## src/rtl/pll_lock_supervisor.sv

```systemverilog
// PLL lock supervisor: drives PLL RESETB, qualifies LOCK and sequences the downstream reset.
// Optional macro PLL_LOCK_SUP_DEGLITCH_EN requires 4 consecutive lock-low cycles in RUN before loss.
module pll_lock_supervisor #(
  parameter int SYNC_STAGES      = 2,
  parameter int PLL_RESET_CYCLES = 16,
  parameter int LOCK_TIMEOUT     = 65536,
  parameter int STABLE_CYCLES    = 1024,
  parameter int CNT_W            = 8
) (
  input  logic             clock_in,
  input  logic             reset_n,
  input  logic             locked,
  input  logic             force_relock,
  input  logic             clear_count,
  output logic             pll_resetb,
  output logic             sys_reset_n,
  output logic             ready,
  output logic             lock_lost,
  output logic             timeout,
  output logic [CNT_W-1:0] relock_count
);

  localparam int MAX_AB = (PLL_RESET_CYCLES > LOCK_TIMEOUT) ? PLL_RESET_CYCLES : LOCK_TIMEOUT;
  localparam int MAX_P  = (MAX_AB > STABLE_CYCLES) ? MAX_AB : STABLE_CYCLES;
  localparam int TMR_W  = $clog2(MAX_P) + 1;

  localparam logic [TMR_W-1:0] RST_LIM = TMR_W'(PLL_RESET_CYCLES);
  localparam logic [TMR_W-1:0] TO_LIM  = TMR_W'(LOCK_TIMEOUT);
  localparam logic [TMR_W-1:0] STB_LIM = TMR_W'(STABLE_CYCLES);

  typedef enum logic [1:0] {
    S_RESET_PLL,
    S_WAIT_LOCK,
    S_STABLE,
    S_RUN
  } state_e;

  state_e                 state_q, state_d;
  logic [TMR_W-1:0]       timer_q, timer_d, timer_inc;
  logic [SYNC_STAGES-1:0] sync_q;
  logic                   lock_s;
  logic                   loss;
  logic                   lock_lost_d, timeout_d;
  logic [CNT_W-1:0]       count_q, count_d;
  logic                   pll_resetb_q, sys_reset_n_q, ready_q, lock_lost_q, timeout_q;

  assign lock_s    = sync_q[SYNC_STAGES-1];
  assign timer_inc = timer_q + 1'b1;

`ifdef PLL_LOCK_SUP_DEGLITCH_EN
  logic [1:0] dg_q, dg_d;
  assign loss = !lock_s && (dg_q == 2'd3);
`else
  assign loss = !lock_s;
`endif

  always_comb begin
    // NOTE: every combinational output gets a default first so no path can infer a latch.
    state_d     = state_q;
    timer_d     = timer_q;
    lock_lost_d = 1'b0;
    timeout_d   = 1'b0;
    count_d     = count_q;
`ifdef PLL_LOCK_SUP_DEGLITCH_EN
    dg_d        = 2'd0;
`endif
    unique case (state_q)
      S_RESET_PLL: begin
        if (timer_inc == RST_LIM) begin
          state_d = S_WAIT_LOCK;
          timer_d = '0;
        end else begin
          timer_d = timer_inc;
        end
      end
      S_WAIT_LOCK: begin
        timer_d = '0;
        if (force_relock) begin
          state_d = S_RESET_PLL;
        end else if (lock_s) begin
          state_d = S_STABLE;
        end else if (timer_inc == TO_LIM) begin
          state_d   = S_RESET_PLL;
          timeout_d = 1'b1;
        end else begin
          timer_d = timer_inc;
        end
      end
      S_STABLE: begin
        timer_d = '0;
        if (force_relock) begin
          state_d = S_RESET_PLL;
        end else if (!lock_s) begin
          state_d = S_WAIT_LOCK;
        end else if (timer_inc == STB_LIM) begin
          state_d = S_RUN;
        end else begin
          timer_d = timer_inc;
        end
      end
      S_RUN: begin
        timer_d = '0;
        if (force_relock) begin
          state_d = S_RESET_PLL;
        end else if (loss) begin
          state_d     = S_RESET_PLL;
          lock_lost_d = 1'b1;
          if (count_q != {CNT_W{1'b1}}) count_d = count_q + 1'b1;
        end else begin
`ifdef PLL_LOCK_SUP_DEGLITCH_EN
          dg_d = lock_s ? 2'd0 : dg_q + 2'd1;
`endif
        end
      end
      default: begin
        state_d = S_RESET_PLL;
        timer_d = '0;
      end
    endcase
    // Clearing takes precedence over a same-cycle increment.
    if (clear_count) count_d = '0;
  end

  // NOTE: sequential state uses non-blocking assignments so all flops update from pre-edge values.
  always_ff @(posedge clock_in or negedge reset_n) begin
    if (!reset_n) begin
      sync_q        <= '0;
      state_q       <= S_RESET_PLL;
      timer_q       <= '0;
      count_q       <= '0;
      pll_resetb_q  <= 1'b0;
      sys_reset_n_q <= 1'b0;
      ready_q       <= 1'b0;
      lock_lost_q   <= 1'b0;
      timeout_q     <= 1'b0;
    end else begin
      sync_q        <= {sync_q[SYNC_STAGES-2:0], locked};
      state_q       <= state_d;
      timer_q       <= timer_d;
      count_q       <= count_d;
      // Outputs decode the next state so they switch on the edge that enters/leaves it.
      pll_resetb_q  <= (state_d != S_RESET_PLL);
      sys_reset_n_q <= (state_d == S_RUN);
      ready_q       <= (state_d == S_RUN);
      lock_lost_q   <= lock_lost_d;
      timeout_q     <= timeout_d;
    end
  end

`ifdef PLL_LOCK_SUP_DEGLITCH_EN
  always_ff @(posedge clock_in or negedge reset_n) begin
    if (!reset_n) dg_q <= 2'd0;
    else          dg_q <= dg_d;
  end
`endif

  assign pll_resetb   = pll_resetb_q;
  assign sys_reset_n  = sys_reset_n_q;
  assign ready        = ready_q;
  assign lock_lost    = lock_lost_q;
  assign timeout      = timeout_q;
  assign relock_count = count_q;

endmodule

```

## config.mk

```make
export PLATFORM = sky130hd
export DESIGN_NAME = pll_lock_supervisor
export DESIGN_NICKNAME = d
export VERILOG_FILES = /design/src/rtl/pll_lock_supervisor.sv
export SDC_FILE = /design/constraint.sdc
export NUM_CORES = 1
export LEC_CHECK = 0
export CAP_MARGIN = 20
export CORE_UTILIZATION = 55
export DETAILED_ROUTE_END_ITERATION = 10
export PLACE_DENSITY = 0.77
export SYNTH_ARGS = -nofsm -noshare
export SYNTH_HDL_FRONTEND = slang
export SYNTH_SLANG_ARGS = --single-unit
```

## constraint.sdc

```tcl
create_clock -name clock_in -period 3.05 [get_ports clock_in]
set_input_delay 0.61 -clock clock_in [delete_from_list [all_inputs] [get_ports clock_in]]
set_output_delay 0.61 -clock clock_in [all_outputs]
set_load 0.02 [all_outputs]
```

==> impl_results.md <==
* Outcome: finished clean
* Asr flop ratio synth at 100%
* Post-synth EDFFs at 0
* Max Buffers Root-to-Sink at 2
* Via count of the first global-routing pass at 1391
* M1 GR Usage at 28.3%
* DR pass1 iterations at 4
* Routed via count at 1485
* CP Class: reg2reg
* Top post-synthesis cells by area: dfrtp_1 44%, xnor2_1 6.9%, nor2_1 5.8%
* Row Count at 20
* H-tree levels at 2
* Minimum clock period after layout at 2.91 ns
* Syn Nets at 201
* Slowest stage delay, CP at 0.54 ns
* Register area share after synthesis at 43.7%
* Largest net degree at the start of global routing at 34
* Core area at 0.00315 mm^2
* Worst setup endpoint: timer_q[5]
* Data required, critical path at 3.27 ns
* Seq cells post-synth at 33
* Vias/cell at 5.82
* Post-route insts no fill at 255
* Syn Area/Cell at 9.75 um^2
* Power density over the cells at 326 mW/mm^2
* # port buffers at 17
* DRT Wirelength at 3.89 mm
* Syn Std Cell Area at 0.00189 mm^2
* Startpoint types: flip-flop
* Routing usage on met3 at 7.25%
* RSZ-0062 raised after global routing: no
* Initial antenna violation count at 0
* Comb power frac at 2.6%
* Drc violations at 0
* Die Width at 60.7 um
* Worst Skew at 0.0143 ns
* Cells after synthesis at 194
* Post-CTS Setup Bufs at 0
* Pint at 0.000553 W
* Endpoints failing setup at 0
* R2r setup slk at 0.14 ns
* Slew @ Worst Pin at 0.470 ns
* Layout net count at 218
* Slowest stage cell, crit path: or4_4
* Initial DRC Count at 94
* GRT Util Overall at 23.8%
* Fin crit share at 95.5%
* Worst-Skew Late Latency at 0.33 ns
* Worst setup EP type: flip-flop
* Starting Density at 60.0%
* Global placer's final weighted congestion at 0.903
* Detailed placer's ending HPWL at 2.81 mm
* First-pass GRT wire length at 6.24 mm
* GR peak layer: met2
* GR Overflow Total at 0
* Setup TNS Final at 0 ns
* Inserted Clock Buffers at 5
* Die Area at 0.00368 mm^2
* Cell taking the most area after synthesis: dfrtp_1
* Clk pwr share at 35.0%
* Yosys warning total at 0
* Psw at 0.000151 W
* GR Util met2 at 37.7%
* Worst IR drop on VDD at 0.280 mV
* Cells after DPL at 248
* Crit-path max FO at 15
* Ports at 18
* CTS tree: yes
* Sequential share of power at 62.4%
* Pleak at 0.852 nW
* Worst hold path type: reg2reg
* Layout cells sized above 1 at 17.1%
* N_diodes at 0
* Critical path cell sequence: ha_2 -> nand3_2 -> or3_4 -> or4_4 -> a21oi_4 -> a41oi_1 -> a311oi_4 -> buf_12 -> nor2_1
* Netlist cell types at 50
* PostCTS Resize Cnt at 0
* Fill cells at 261
* Hold_ws at 0.355 ns
* Clock root cell: clkbuf_4
* Clk sinks at 33
* R2r endpoint: timer_q[5]
* Area added between synthesis and finish at 14.3%
* Die Span Y at 60.7 um
* Max-cap violations at 0
* Avg WL per Cell at 15.3 um
* Switching share of power at 21.4%
* Synth top area share at 43.7%
* Final Util at 68.6%
* Reg2Reg Depth at 9
* Peak Freq at 343 MHz
* Max-slew violation count at 0
* Post-route ant nets at 0
* Critical path origin: timer_q[1]
* Ys flop type: dfrtp_1
* Worst-path clk slew at 0.09 ns
* Final Power at 0.000704 W
* Worst slew margin at 68.5%
* Fin. Hold Viols at 0
* Worst EP arrival at 3.13 ns
* Hold Buf Count CTS at 0
* Worst r2r src: timer_q[1]
-- worst max-delay path: cells and delay by family, from the launching register on --
kind | cells | cell delay, ns
DFF | 1 | 0.46
buffers and inverters | 1 | 0.20
AOI/OAI and AO/OA | 3 | 0.73
and+or+nand+nor | 4 | 1.13
adders and majority gates | 1 | 0.28
-- worst min-delay path by stage --
stage	from	end	slack (ns)	cells past startpoint
6_report	sync_q[0]	sync_q[1]	0.35	0
5_1_grt	sync_q[0]	sync_q[1]	0.38	0
4_1_cts	sync_q[0]	sync_q[1]	0.36	0
3_5_place_dp	sync_q[0]	sync_q[1]	0.33	0
3_3_place_gp	sync_q[0]	sync_q[1]	0.33	0
2_1_floorplan	reset_n	lock_lost	0.31	0
-- stage by stage --
| step | instance area (um^2) | worst slack, ns |
|---|---|---|
| 6_report | 2160 | 0.138 |
| 4_1_cts | 2140 | 0.0790 |
| 3_5_place_dp | 2090 | 0.108 |
| 2_1_floorplan | 1890 | 0.251 |
| 5_1_grt | 2160 | 0.0336 |
| 3_3_place_gp | 2090 | 0.211 |
-- state kept, by name (all words and copies together), names as in the netlist --
signal and count:
relock_count 8, timer_q 17, sync_q 2, ready 1, state_q 2, pll_resetb 1, timeout 1, lock_lost 1
-- cell usage after synthesis (4+ instances only) --
cell,number
dfrtp_1,33
nor2_1,29
xnor2_1,15
nor2_2,10
nand3_1,9
xor2_1,9
nand2_1,8
buf_4,7
nand4_1,6
nor4_1,5
inv_1,4
nor2b_1,4
nor3_1,4
o21ai_0,4
-- layout by cell type (no fill, tap or decap), drive strengths merged, types with 3 or more instances in the layout --
cell,count
clkdlybuf4s50,17
nor4,5
clkbuf,7
nor3,4
xnor2,15
or3,3
nand2,9
dfrtp,33
nand3,11
nor2b,4
a21oi,3
nor2,39
xor2,9
inv,4
buf,5
nand4,7
o21ai,5
-- power groups by stage --
stage / logic [W] / registers (W) / clock network [W]
6_report: 0.0000181 / 0.000440 / 0.000246
5_1_grt: 0.0000209 / 0.000440 / 0.000272
4_1_cts: 0.0000188 / 0.000440 / 0.000254
3_5_place_dp: 0.0000188 / 0.000448 / 0
3_3_place_gp: 0.0000184 / 0.000448 / 0
2_1_floorplan: 0.00000330 / 0.000448 / 0
-- cell families after synthesis --
family / Yosys count / synth area share [%]
AOI/OAI and AO/OA: 23 / 10.3
xor gates and xnor gates: 24 / 11.1
adders and majority gates: 2 / 1.32
buffers and inverters: 16 / 5.09
DFF: 33 / 43.7
muxes: 2 / 1.12
and+or+nand+nor: 94 / 27.4
-- layout make-up --
type | instances | area [um^2] | area share, %
Tap cell | 44 | 55.1 | 2.55
Inverter | 4 | 15.0 | 0.694
Clock buffer | 7 | 55.1 | 2.55
Timing Repair Buffer | 22 | 220 | 10.2
Sequential cell | 33 | 826 | 38.2
Multi-Input combinational cell | 145 | 991 | 45.8
-- layer usage --
layer / routed length, um / share of wire (%)
met2: 1900 / 49
met1: 1650 / 42
met5: 0 / 0
met3: 203 / 5.2
met4: 137 / 3.5
Note: power is estimated with default switching activity, not from simulation.
